## src/rtl/picosoc_bus_arbiter.sv

```systemverilog
// Two-master round-robin arbiter for the PicoSoC native memory bus.
// Each granted transaction is guarded by a watchdog that force-completes it with an error.
module picosoc_bus_arbiter #(
  parameter int          TIMEOUT   = 64,
  parameter logic [31:0] ERR_RDATA = 32'hDEAD_BEEF
) (
  input  logic        clk,
  input  logic        reset,
  input  logic        m0_valid,
  output logic        m0_ready,
  input  logic [31:0] m0_addr,
  input  logic [31:0] m0_wdata,
  input  logic [3:0]  m0_wstrb,
  output logic [31:0] m0_rdata,
  input  logic        m1_valid,
  output logic        m1_ready,
  input  logic [31:0] m1_addr,
  input  logic [31:0] m1_wdata,
  input  logic [3:0]  m1_wstrb,
  output logic [31:0] m1_rdata,
  output logic        s_valid,
  input  logic        s_ready,
  output logic [31:0] s_addr,
  output logic [31:0] s_wdata,
  output logic [3:0]  s_wstrb,
  input  logic [31:0] s_rdata,
  output logic        owner,
  output logic        timeout_err
);

  // state | meaning
  // IDLE  | waiting for a request; arbitrates on the next edge
  // BUSY  | slave request presented for owner, watchdog running
  // DONE  | one-cycle gap so the finished master can drop valid
  typedef enum logic [1:0] {IDLE, BUSY, DONE} state_t;

  localparam int              WW        = (TIMEOUT > 1) ? $clog2(TIMEOUT) : 1;
  localparam logic [WW-1:0]   WDOG_LAST = WW'(TIMEOUT - 1);

  state_t        state;
  logic [WW-1:0] wdog;
  logic          busy;
  logic          own_valid;
  logic          finish;
  logic [31:0]   rdata_sel;

  assign busy      = (state == BUSY);
  assign own_valid = owner ? m1_valid : m0_valid;
  // s_ready takes priority over the watchdog in the same cycle
  assign finish    = busy && own_valid && (s_ready || (wdog == WDOG_LAST));
  assign rdata_sel = s_ready ? s_rdata : ERR_RDATA;

  assign m0_ready    = finish && !owner;
  assign m1_ready    = finish && owner;
  assign m0_rdata    = m0_ready ? rdata_sel : 32'h0;
  assign m1_rdata    = m1_ready ? rdata_sel : 32'h0;
  assign timeout_err = finish && !s_ready;

  assign s_addr  = owner ? m1_addr : m0_addr;
  assign s_wdata = owner ? m1_wdata : m0_wdata;
  assign s_wstrb = busy ? (owner ? m1_wstrb : m0_wstrb) : 4'h0;

  always_ff @(posedge clk) begin
    if (reset) begin
      state   <= IDLE;
      owner   <= 1'b1;
      wdog    <= '0;
      s_valid <= 1'b0;
    end else begin
      case (state)
        IDLE: begin
          if (m0_valid || m1_valid) begin
            // both requesting: flip from the last grant; otherwise grant the lone requester
            owner   <= (m0_valid && m1_valid) ? ~owner : m1_valid;
            state   <= BUSY;
            s_valid <= 1'b1;
            wdog    <= '0;
          end
        end
        BUSY: begin
          if (!own_valid) begin
            state   <= IDLE;
            s_valid <= 1'b0;
          end else if (finish) begin
            state   <= DONE;
            s_valid <= 1'b0;
          end else begin
            wdog <= wdog + WW'(1);
          end
        end
        DONE: state <= IDLE;
        default: begin
          state   <= IDLE;
          s_valid <= 1'b0;
        end
      endcase
    end
  end

endmodule

```

## config.mk

```make
export PLATFORM = sky130hd
export DESIGN_NAME = picosoc_bus_arbiter
export DESIGN_NICKNAME = d
export VERILOG_FILES = /design/src/rtl/picosoc_bus_arbiter.sv
export SDC_FILE = /design/constraint.sdc
export NUM_CORES = 1
export LEC_CHECK = 0
export CAP_MARGIN = 20
export CORE_AREA = 2 2 121 123
export DETAILED_ROUTE_END_ITERATION = 10
export DIE_AREA = 0 0 123 125
export DONT_BUFFER_PORTS = 1
export GPL_ROUTABILITY_DRIVEN = 0
export SLEW_MARGIN = 20
export SYNTH_ARGS = -nofsm -noshare
export SYNTH_HDL_FRONTEND = slang
export SYNTH_SLANG_ARGS = --single-unit
```

## constraint.sdc

```tcl
create_clock -name clk -period 1.8 [get_ports clk]
set_input_delay 0.09 -clock clk [delete_from_list [all_inputs] [get_ports clk]]
set_output_delay 0.09 -clock clk [all_outputs]
set_load 0.01 [all_outputs]
```

==> results.json <==
{
  "clock_skew_ps": 2.785,
  "fin_area_mm2": 0.002665,
  "synth_top_area_cell": "mux2_2",
  "startpoint_type": "register",
  "fillers": 1548,
  "hold_viol": 0,
  "portBuffers": 0,
  "slew_headroom": 0.7115,
  "wirelength_mm": 9.512,
  "syn_area_mm2": 0.001867,
  "place_area_mm2": 0.002097,
  "clk_pin_slew_ps": 40,
  "yosys_most_used_dff": "dfxtp_1",
  "rsz0062_at_grt": "yes",
  "seq_area_um2": 209.0,
  "htreeDepth": 1,
  "min_from": "reset",
  "r2r-end": "wdog[4]",
  "synthCells": 246,
  "fin_ws_ps": 16.67,
  "route.detailed.drc": 0,
  "setup-violations-final": 0,
  "drive_above_1_share": 0.5538,
  "antenna_found_initial": 2,
  "area_growth_pct": 42.76,
  "grt_pass1_wl_mm": 11.92,
  "max_freq_mhz": 560.7,
  "syn_avg_cell_area_um2": 7.589,
  "cts.path.max_buffers": 2,
  "seq_area_frac_synth": 0.1072,
  "min_period_ps": 1783,
  "insertion_delay_ps": 240,
  "via_per_inst": 4.366,
  "p_leak_nw": 0.9999,
  "multi_input_comb_area_mm2": 0.001847,
  "worst_slew_pin_slew_ps": 428.2,
  "period_share": 0.9907,
  "clock_sinks": 10,
  "first_iter_violations": 101,
  "hold_path.class": "in2reg",
  "path_max_fanout": 8,
  "core_area_mm2": 0.01420,
  "holdPathStages": 2,
  "cts_root_buf": "clkbuf_16",
  "arrival_ps": 1690,
  "syn_nets": 420,
  "cts_tree": "yes",
  "pwr_density_cell_mw_per_mm2": 497.8,
  "grt_max_degree": 78,
  "netlist_top_cells_count": "nor2_1 (73), mux2_2 (64), nor2b_1 (24)",
  "dp_hpwl_mm": 7.062,
  "rows": 44,
  "crit_path_end_kind": "output port",
  "place_ws_ps": 44.70,
  "ir_drop_uv": 253.3,
  "critPathKind": "reg2out",
  "start_util": 0.1314,
  "num_io_pins": 310,
  "via_count": 1943,
  "finalNetCount": 435,
  "r2r_cells": 7,
  "grt.overflow.total": 0,
  "required_ps": 1710,
  "async_reset_ff_frac": 0,
  "dieArea_mm2": 0.01538,
  "r2r-start": "wdog[0]",
  "cts_made_buffers": 3,
  "cap_violations": 0,
  "synth_top_area_frac": 0.3861,
  "die-width_um": 123,
  "synth_edf_count": 0,
  "synthDistinctLibCells": 34,
  "synth_area_leaders": "mux2_2 (39%), nor2_1 (15%), dfxtp_1 (11%)",
  "route.antenna.remaining_nets": 0,
  "synth.most_common_cell": "nor2_1",
  "yosys_warnings": 0,
  "rrSetupSlack_ps": 150,
  "drtPass1Iterations": 5,
  "post_drt_wl_per_cell_um": 21.38,
  "slew_viol_final": 0,
  "die_height_um": 125,
  "ys_ff_latch": 10,
  "status": "completed",
  "grt.total_usage": 0.1084,
  "hold_end": "wdog[1]",
  "grt_pass1_vias": 1697,
  "setup_tns_ps": 0
}
per-stage QoR:
step	hold WS, ps	utilization	total power, mW	cells
after floorplan	275.4	-	0.7028	246
after global placement	164.9	0.1476	0.7943	426
after detailed placement	169.7	0.1476	0.7919	426
after CTS	37.14	0.1794	1.337	442
after global routing	55.65	0.1875	1.385	444
final	39.45	0.1876	1.327	445
timing repair:
item                                    in CTS  in global routing
hold buffers                                 1                  0
endpoints found under the setup margin      66                 60
resized for setup                           53                 24
setup buffers                                6                  2
hold endpoints to repair                     4                  0
pin swaps                                    5                 18
gates cloned                                 5                  0
cell usage in the layout (no fill, tap or decap), types with 2 or more instances in the layout:
cell / Yosys / layout
o21ai_0: 3 / 3
dfxtp_1: 10 / 7
buf_4: 1 / 18
clkbuf_16: 0 / 3
nand2_1: 14 / 13
or3_1: 2 / 2
mux2_2: 64 / 64
nor2_4: 0 / 30
and3_1: 2 / 2
dfxtp_4: 0 / 2
nor2b_1: 24 / 24
buf_12: 0 / 5
a41oi_1: 2 / 2
a21oi_1: 3 / 3
nand3b_4: 1 / 2
mux2i_1: 4 / 4
inv_1: 4 / 3
nand3_4: 1 / 3
nor2_1: 73 / 38
nor2_2: 0 / 5
a31oi_1: 4 / 4
critical path, cell delays in order (launching register included):
cell and delay, ps:
dfxtp_2 350, ha_4 160, nand3_4 80, o21bai_4 170
buf_12 150, buf_12 110, nand3_4 110, buf_16 200
nor2_4 110
sequential cells by signal, summed over array words and instances, names as in the netlist:
signal,count
wdog,6
state,2
owner,1
s_valid,1
per-layer routing:
metal / vias to the layer above / track usage / wire length [um]
li1: 882 / - / -
met1: 881 / 0.1339 / 3534
met2: 170 / 0.1882 / 4831
met3: 8 / 0.02646 / 1002
met4: 2 / 0.02473 / 127
met5: - / 0 / 16
how the worst max path moves through the flow:
stage,startpoint,end,slack (ps)
floorplan,wdog[0],m1_rdata[10],310
global placement,wdog[0],m1_rdata[25],120
finish,wdog[0],m1_rdata[11],20
global route,state[1],m1_rdata[19],-50
detailed placement,wdog[0],m1_rdata[25],40
CTS,wdog[1],m1_rdata[17],10
cell type report:
class | count | share of cell area
multi-input cells | 217 | 0.6930
inverters | 4 | 0.005634
diodes | 1 | 0.0009390
clock buffers | 4 | 0.03333
flip-flops and latches | 10 | 0.07840
well taps | 184 | 0.08638
repair buffers | 25 | 0.1023
cells by family after synthesis:
| logic type | count (synthesis) | synth area share |
|---|---|---|
| mux | 69 | 0.4155 |
| buf+inv | 23 | 0.07707 |
| simple gates | 126 | 0.3237 |
| flops | 10 | 0.1072 |
| compound gates | 17 | 0.06970 |
| fa+ha+maj | 1 | 0.006701 |
report_power, final:
part	internal [mW]	switching [mW]	leakage, nW	total (mW)
clock	0.336	0.121	0.0442	0.456
combinational	0.255	0.375	0.873	0.631
sequential	0.230	0.00993	0.0828	0.240
total	0.821	0.506	1.00	1.33
Note: power is estimated with default switching activity, not from simulation.
